**src/rtl/pll_seq_pkg.sv**
```systemverilog
// ---------------------------------------------------------------------------
// pll_seq_pkg
// Shared definitions for the PLL reset/lock sequencer.
//   seq_state_t : sequencer states, in bring-up order
//   RETRY_W     : width of the failed-attempt counter (o_retries)
// ---------------------------------------------------------------------------
package pll_seq_pkg;

  localparam int RETRY_W = 4;

  typedef enum logic [2:0] {
    PLL_RST   = 3'd0,
    WAIT_LOCK = 3'd1,
    STABLE    = 3'd2,
    HOLD      = 3'd3,
    RUN       = 3'd4,
    FAIL      = 3'd5
  } seq_state_t;

endpackage

```
**src/rtl/sync_2ff.sv**
```systemverilog
// ---------------------------------------------------------------------------
// sync_2ff
// Generic two-flop single-bit synchroniser for a level signal that is
// asynchronous to i_clk. Output is delayed by two i_clk edges.
// Ports:
//   i_clk   : destination clock
//   i_rst_n : synchronous active-low reset, clears both flops
//   i_d     : asynchronous input level
//   o_q     : synchronised output level
// ---------------------------------------------------------------------------
module sync_2ff (
  input  logic i_clk,
  input  logic i_rst_n,
  input  logic i_d,
  output logic o_q
);

  // [0] is the metastability-catching flop, [1] is the clean output.
  logic [1:0] sync_reg;

  always_ff @(posedge i_clk) begin
    if (!i_rst_n) begin
      sync_reg <= 2'b00;
    end else begin
      sync_reg <= {sync_reg[0], i_d};
    end
  end

  assign o_q = sync_reg[1];

endmodule

```
**src/rtl/pll_reset_sequencer.sv**
```systemverilog
// ---------------------------------------------------------------------------
// pll_reset_sequencer
// Drives the board PLL through reset, qualifies its lock indication, and
// releases a stretched active-high system reset once lock is trustworthy.
// Lock timeouts and lock loss during hold are retried a bounded number of
// times before the sequencer parks in FAIL.
//
// Build option:
//   PLL_RELOCK_EN  defined   : lock loss in RUN restarts the full sequence
//                  undefined : lock loss in RUN goes straight to FAIL
//
// Ports:
//   i_clk     : free-running reference clock (only clock)
//   i_rst_n   : synchronous active-low reset
//   i_locked  : PLL lock, asynchronous to i_clk
//   o_pll_rst : reset to the PLL, active-high
//   o_sys_rst : system reset, active-high
//   o_ready   : high only in RUN
//   o_fail    : high only in FAIL (sticky until i_rst_n)
//   o_retries : failed attempts since reset, saturates at MAX_RETRIES
// ---------------------------------------------------------------------------
module pll_reset_sequencer
  import pll_seq_pkg::*;
#(
  parameter int PLL_RST_CYCLES = 16,
  parameter int LOCK_TIMEOUT   = 50000,
  parameter int LOCK_STABLE    = 1024,
  parameter int RST_HOLD       = 256,
  parameter int MAX_RETRIES    = 3,
  parameter int CNT_W          = 16
) (
  input  logic               i_clk,
  input  logic               i_rst_n,
  input  logic               i_locked,
  output logic               o_pll_rst,
  output logic               o_sys_rst,
  output logic               o_ready,
  output logic               o_fail,
  output logic [RETRY_W-1:0] o_retries
);

  // Terminal counts: the counter starts at 0 on state entry, so a phase of
  // N cycles ends when the counter equals N-1.
  localparam logic [CNT_W-1:0]   PLL_RST_LAST = CNT_W'(PLL_RST_CYCLES - 1);
  localparam logic [CNT_W-1:0]   TIMEOUT_LAST = CNT_W'(LOCK_TIMEOUT - 1);
  localparam logic [CNT_W-1:0]   STABLE_LAST  = CNT_W'(LOCK_STABLE - 1);
  localparam logic [CNT_W-1:0]   HOLD_LAST    = CNT_W'(RST_HOLD - 1);
  localparam logic [RETRY_W-1:0] RETRY_LAST   = RETRY_W'(MAX_RETRIES - 1);

  seq_state_t         state_reg, state_next;
  logic [CNT_W-1:0]   cnt_reg, cnt_next;
  logic [RETRY_W-1:0] retries_reg, retries_next;
  logic               pll_rst_reg, pll_rst_next;
  logic               sys_rst_reg, sys_rst_next;
  logic               ready_reg, ready_next;
  logic               fail_reg, fail_next;
  logic               lk;
  logic               retry;

  sync_2ff u_lock_sync (
    .i_clk   (i_clk),
    .i_rst_n (i_rst_n),
    .i_d     (i_locked),
    .o_q     (lk)
  );

  always_comb begin
    state_next   = state_reg;
    retries_next = retries_reg;
    retry        = 1'b0;

    // In every state the lk test is evaluated before the terminal count,
    // so a lock change on the same cycle as a terminal count takes priority.
    case (state_reg)
      PLL_RST: begin
        if (cnt_reg == PLL_RST_LAST) begin
          state_next = WAIT_LOCK;
        end
      end
      WAIT_LOCK: begin
        if (lk) begin
          state_next = STABLE;
        end else if (cnt_reg == TIMEOUT_LAST) begin
          retry = 1'b1;
        end
      end
      STABLE: begin
        // A dropout while qualifying is not counted as a failed attempt;
        // re-entering WAIT_LOCK restarts the timeout.
        if (!lk) begin
          state_next = WAIT_LOCK;
        end else if (cnt_reg == STABLE_LAST) begin
          state_next = HOLD;
        end
      end
      HOLD: begin
        if (!lk) begin
          retry = 1'b1;
        end else if (cnt_reg == HOLD_LAST) begin
          state_next   = RUN;
          retries_next = '0;
        end
      end
      RUN: begin
        if (!lk) begin
`ifdef PLL_RELOCK_EN
          state_next = PLL_RST;
`else
          state_next = FAIL;
`endif
        end
      end
      FAIL: begin
        state_next = FAIL;
      end
      default: begin
        state_next = PLL_RST;
      end
    endcase

    if (retry) begin
      retries_next = retries_reg + RETRY_W'(1);
      state_next   = (retries_reg == RETRY_LAST) ? FAIL : PLL_RST;
    end

    // One shared counter: cleared on every transition, frozen in the
    // states that never look at it so it cannot wrap.
    if (state_next != state_reg) begin
      cnt_next = '0;
    end else if ((state_reg == RUN) || (state_reg == FAIL)) begin
      cnt_next = cnt_reg;
    end else begin
      cnt_next = cnt_reg + CNT_W'(1);
    end

    // Outputs are decoded from the next state so they move on the same
    // edge as the state register.
    pll_rst_next = (state_next == PLL_RST) || (state_next == FAIL);
    sys_rst_next = (state_next != RUN);
    ready_next   = (state_next == RUN);
    fail_next    = (state_next == FAIL);
  end

  always_ff @(posedge i_clk) begin
    if (!i_rst_n) begin
      state_reg   <= PLL_RST;
      cnt_reg     <= '0;
      retries_reg <= '0;
      pll_rst_reg <= 1'b1;
      sys_rst_reg <= 1'b1;
      ready_reg   <= 1'b0;
      fail_reg    <= 1'b0;
    end else begin
      state_reg   <= state_next;
      cnt_reg     <= cnt_next;
      retries_reg <= retries_next;
      pll_rst_reg <= pll_rst_next;
      sys_rst_reg <= sys_rst_next;
      ready_reg   <= ready_next;
      fail_reg    <= fail_next;
    end
  end

  assign o_pll_rst = pll_rst_reg;
  assign o_sys_rst = sys_rst_reg;
  assign o_ready   = ready_reg;
  assign o_fail    = fail_reg;
  assign o_retries = retries_reg;

endmodule

```
**config.mk**
```make
export PLATFORM = sky130hd
export DESIGN_NAME = pll_reset_sequencer
export DESIGN_NICKNAME = d
export VERILOG_FILES = /design/src/rtl/pll_seq_pkg.sv /design/src/rtl/sync_2ff.sv /design/src/rtl/pll_reset_sequencer.sv
export SDC_FILE = /design/constraint.sdc
export NUM_CORES = 1
export LEC_CHECK = 0
export ABC_CLOCK_PERIOD_IN_PS = 6500
export CORE_MARGIN = 8
export CORE_UTILIZATION = 42
export DETAILED_ROUTE_END_ITERATION = 16
export GPL_ROUTABILITY_DRIVEN = 1
export HOLD_SLACK_MARGIN = 0.03
export PLACE_DENSITY_LB_ADDON = 0.15
export SYNTH_ARGS = -nofsm -noshare
export SYNTH_HDL_FRONTEND = slang
export SYNTH_SLANG_ARGS = --single-unit
```
**constraint.sdc**
```tcl
create_clock -name i_clk -period 6.5 [get_ports i_clk]
set_clock_uncertainty 0.2 [all_clocks]
set_input_delay 0.975 -clock i_clk [delete_from_list [all_inputs] [get_ports i_clk]]
set_output_delay 0.975 -clock i_clk [all_outputs]
set_load 0.01 [all_outputs]
```
---- After elaboration in Yosys (flattened, before gate mapping) ----
Cells that the tools add are included.
storage, ports and cells
  flip-flop bits (word level) ............. 29
  latch bits .............................. 0
  RAM bits ................................ 0
  ROM bits ................................ 0
  word-level logic and storage cells ...... 52
  memories kept ........................... 0
cells by class
  add/sub/neg operators ................... 2
  multipliers ............................. 0
  div/mod/pow operators ................... 0
  $lt $le $gt $ge ......................... 0
  equal/unequal tests ..................... 14
  shift operators ......................... 0
  mux-type cells .......................... 18
  bitwise logic cells ..................... 1
  reduce and logical (&&, ||, !) cells .... 9
operators with widths
  kind                                                                      count
  3-bit 2-to-1 mux                                                          9
  3-bit case mux with 6 select lines                                        1
  16-bit by 1-bit adder with 16-bit output (second input constant)          1
  16-bit by 10-bit equality test with 1-bit output (second input constant)  1
  16-bit equality test (second input constant)                              1
  16-bit by 4-bit equality test with 1-bit output (second input constant)   1
  16-bit by 8-bit equality test with 1-bit output (second input constant)   1
  4-bit 2-to-1 mux                                                          4
  3-bit equality test (second input constant)                               4
  3-bit by 2-bit equality test with 1-bit output (second input constant)    2
  3-bit zero test                                                           2
  2-bit nonzero test                                                        3
  4-bit by 1-bit adder with 4-bit output (second input constant)            1
  4-bit by 2-bit equality test with 1-bit output (second input constant)    1
  3-bit by 1-bit equality test with 1-bit output (second input constant)    1
  1-bit 2-to-1 mux                                                          3
  3-bit inequality test                                                     1
  3-bit inequality test (second input constant)                             1
  3-bit AND reduction                                                       1
  1-bit logical OR                                                          2
  1-bit case mux with 2 select lines                                        1
  2-bit OR reduction                                                        1
  1-bit NOT                                                                 1

---- Longest topological paths before layout ----
  depth after elaboration ................. 7
  depth in mapped cells ................... 10
  gate-level depth less buffers ........... 8

---- Modules after synthesis ----
A second synthesis with hierarchy kept.
second synthesis, totals
  cell total of the unflattened synthesis .. 162
  area total of the unflattened synthesis .. 1,525.2 um2
modules (own cells, without submodules)
  module               instances  cells each  area each (um2)  seq. area each (um2)
  pll_reset_sequencer  1          158         1,472.7          540.5
  sync_2ff             1          4           52.6             40.0

---- Worst setup path before layout ----
Ideal clock, no wire load.
  kind .................................... register to register
  from .................................... reg cnt_reg[10]
  to ...................................... reg cnt_reg[13]
  arrival time ............................ 2,729 ps
  path slack .............................. 3,491 ps
  cell stages (with the launch flop) ...... 10
  buffers on the path ..................... 3
  clock period less this slack ............ 3,009 ps
  path through ............................ dfxtp_1 > or4_4 > or4b_1 > buf_2 > o221ai_2 > nor3b_2 > or4b_1 > buf_2 > buf_6 > a211oi_2
on the way
  longest elaborated chain between the ends .. 7
  elaborated cells between the ends (all ways) .. 17
  those cells by class .................... add/sub: 1; eq/ne: 5; mux: 10; reduce/logical: 1
ends and longest elaborated chain
  what                                                                                             RTL line                    RTL
  start: declaration                                                                               pll_reset_sequencer.sv:51   logic [CNT_W-1:0] cnt_reg, cnt_next;
  start signal: assignment                                                                         pll_reset_sequencer.sv:155  cnt_reg <= cnt_next;
  16-bit by 8-bit equality test with 1-bit output, or another cell as far along                    pll_reset_sequencer.sv:99   end else if (cnt_reg == HOLD_LAST) begin
  3-bit 2-to-1 mux, or another cell as far along                                                   pll_reset_sequencer.sv:99
  3-bit 2-to-1 mux, or another cell as far along                                                   pll_reset_sequencer.sv:97   if (!lk) begin
  3-bit case mux with 6 select lines / 1-bit case mux with 2 select lines (equally long branches)  pll_reset_sequencer.sv:74   case (state_reg)
  3-bit 2-to-1 mux                                                                                 pll_reset_sequencer.sv:121  if (retry) begin
  3-bit inequality test                                                                            pll_reset_sequencer.sv:128  if (state_next != state_reg) begin
  2-bit OR reduction (no source line)                                                              -
Parallel ways exist; a longest one is shown, timed or not.
A chain may end at the register's enable or synchronous reset.

---- Worst setup path after layout ----
  from .................................... reg cnt_reg[10]
  to ...................................... reg cnt_reg[15]
Same word-level chain as after synthesis.

==> out/metrics.yaml <==
ios: 11
endpoint_kind: "register"
synth_fp_nets: 194
route.detailed.drc: 0
start_kind: "register"
wire_per_inst_um: 14.75
worstSetupPathType: "reg -> reg"
dp_hpwl_mm: 2.609
dieArea_um2: 6082
ctsResizeCount: 0
finalNonFillerCells: 244
async_flop_share_pct: 0
yosys_register_bits: 29
final_max_slew_viol_count: 0
die_h_um: 77.99
vdd_ir_drop_max_mv: 0.1099
cts_buffers: 5
antenna_found_initial: 0
grt_first_pass_wirelength_mm: 6.210
grt_usage_pct: 12.58
rr_startpoint: "cnt_reg[10]"
std_cell_rows: 22
post-route-period-util_pct: 52.28
fillers: 362
maxCapViolCount: 0
finalSetupViolations: 0
die_x_um: 77.99
finalInstanceArea_um2: 1823
globalplace.congestion: 0.8587
core-area_um2: 3689
areaGrowthSynthToFinish_pct: 12.95
gr-total-overflow: 0
crit_path_end: "cnt_reg[15]"
yosysWarnings: 0
clkPwrFrac_pct: 43.3
worstSetupStartpoint: "cnt_reg[10]"
root_buffer: "clkbuf_8"
critPathRequiredTime_ns: 6.49
reg2reg_slack_ns: 3.10
synth_ff_type: "dfxtp_1"
synth_top_area_share_pct: 35.97
hold_depth: 1
switchingPower_uw: 72.22
rsz0062_at_grt: "false"
first_pass_iters: 4
holdCritPathClass: "reg -> reg"
numPortBuffers: 10
min_period_ns: 3.398
numPlacedInstances: 237
via_per_inst: 5.668
worstSkewPairLatency_ns: 0.28
largest_register_ffs: 16
cts_tree: "yes"
final_cell_mix: "dfxtp_1 (29), nor2_1 (15), nand2_1 (10), clkdlybuf4s50_1 (10), nand4_1 (9)"
vias: 1383
clock-sinks: 29
synth_edf_count: 0
clockBufferDepth: 2
fin_ws_ns: 3.102
p_sw_share_pct: 21.18
tightest_slew_ns: 0.6549
power.density_nw_per_um2: 187.0
drive_above_1_share_pct: 10.71
slew_headroom_pct: 55.94
p_int_uw: 268.7
outcome: "finished, final reports clean"
ant_nets: 0
cts_max_level: 2
initial_utilization_pct: 43.76
synth_cell_types: 47
grt_pass1_vias: 1288
max_freq_mhz: 294.3
path_clk_slew_ns: 0.06
cts.hold.buffers_added: 0
final_nets: 202
post_cts_buffers: 0
setup_tns_ns: 0
routed_wl_mm: 3.598
synth_top_area_cell: "dfxtp_1"
first_iter_violations: 111
yosysSeqAreaShare_pct: 35.97
synth_cells: 188
r2r_end: "cnt_reg[15]"
hold_viol_final: 0
place_ws_ns: 3.113
cellLeakagePower_uw: 0.0006061
rr_worst_depth: 6
syn_avg_cell_area_um2: 8.585
diodes: 0
place_area_um2: 1737
grt_start_max_net_pins: 17
seq_power_share_pct: 53.6
critPathArrivalTime_ns: 3.38
final_common_cell: "dfxtp_1"
synth.area.top_cells: "dfxtp_1 (36%), xnor2_1 (4.3%), a211oi_2 (3.9%), xor2_1 (3.8%), nand4_1 (3.5%)"
pwr-share-comb_pct: 3.1
crit_fanout: 16
syn-cell-area_um2: 1614
cells by family (layout without fill, tap and decap cells):
family,after synthesis,in the layout,share of synthesized area [%]
simple gates,82,82,28.84
compound gates,40,40,18.84
flops,29,29,35.97
buf+inv,17,25,4.651
xor+xnor,15,15,8.140
fa+ha+maj,4,4,2.946
mux,1,1,0.6202
layer usage:
layer  GRT usage, %  wire length, um  share of wire, %
met5              0                0                 0
met4          5.741               68               1.9
met3          3.802              146               4.1
met2          18.96             1656                46
met1          16.05             1727                48
area by class of cell:
class | instances | area [um2] | share of cell area, %
clock buffer | 7 | 86.33 | 4.736
tap | 48 | 60.06 | 3.294
multi-input combinational | 142 | 958.4 | 52.57
sequential | 29 | 580.6 | 31.85
timing repair buffer | 12 | 115.1 | 6.314
inverter | 6 | 22.52 | 1.235
worst min path at each step:
stage                             from  slack (ns)                       to
6_report       u_lock_sync.sync_reg[0]        0.23  u_lock_sync.sync_reg[1]
5_1_grt        u_lock_sync.sync_reg[0]        0.25  u_lock_sync.sync_reg[1]
4_1_cts        u_lock_sync.sync_reg[0]        0.23  u_lock_sync.sync_reg[1]
3_5_place_dp   u_lock_sync.sync_reg[0]        0.22  u_lock_sync.sync_reg[1]
3_3_place_gp   u_lock_sync.sync_reg[0]        0.21  u_lock_sync.sync_reg[1]
2_1_floorplan  u_lock_sync.sync_reg[0]        0.21  u_lock_sync.sync_reg[1]
stage by stage:
| stage | hold WS (ns) | power [uW] | utilization (%) |
|---|---|---|---|
| 2_1_floorplan | 0.2119 | 193.4 | - |
| 3_3_place_gp | 0.2141 | 196.7 | 47.08 |
| 3_5_place_dp | 0.2177 | 197.1 | 47.08 |
| 4_1_cts | 0.2316 | 344.3 | 49.42 |
| 5_1_grt | 0.2547 | 357.8 | 49.42 |
| 6_report | 0.2323 | 341.0 | 49.42 |
power groups by stage:
stage	Sequential (uW)	Clock, uW	Combinational (uW)
6_report	183	148	10.5
5_1_grt	183	163	11.9
4_1_cts	183	151	10.6
3_5_place_dp	187	0	10.5
3_3_place_gp	186	0	10.3
2_1_floorplan	186	0	7.82
critical path, cell delays in order (launching register included):
cell,delay [ns]
dfxtp_1,0.35
or4_4,0.56
or4b_1,0.67
o221ai_2,0.21
nor3b_2,0.11
or4b_1,0.86
a211oi_1,0.36
cells in the mapped netlist, drive strengths merged, types with 2 or more instances:
master,n
xor2,7
clkbuf,7
or2,3
nor2,15
ha,3
a211oi,11
and2,4
nand4,9
buf,4
nand3,6
and3,2
nor2b,3
or4b,2
or4,2
o21a,4
and4,2
dfxtp,29
nand2b,7
nand2,10
o211ai,2
xnor2,8
or3,2
a21oi,7
o21ai,6
inv,6
nor4,3
nor3,8
(Power assumes the default switching activity.)
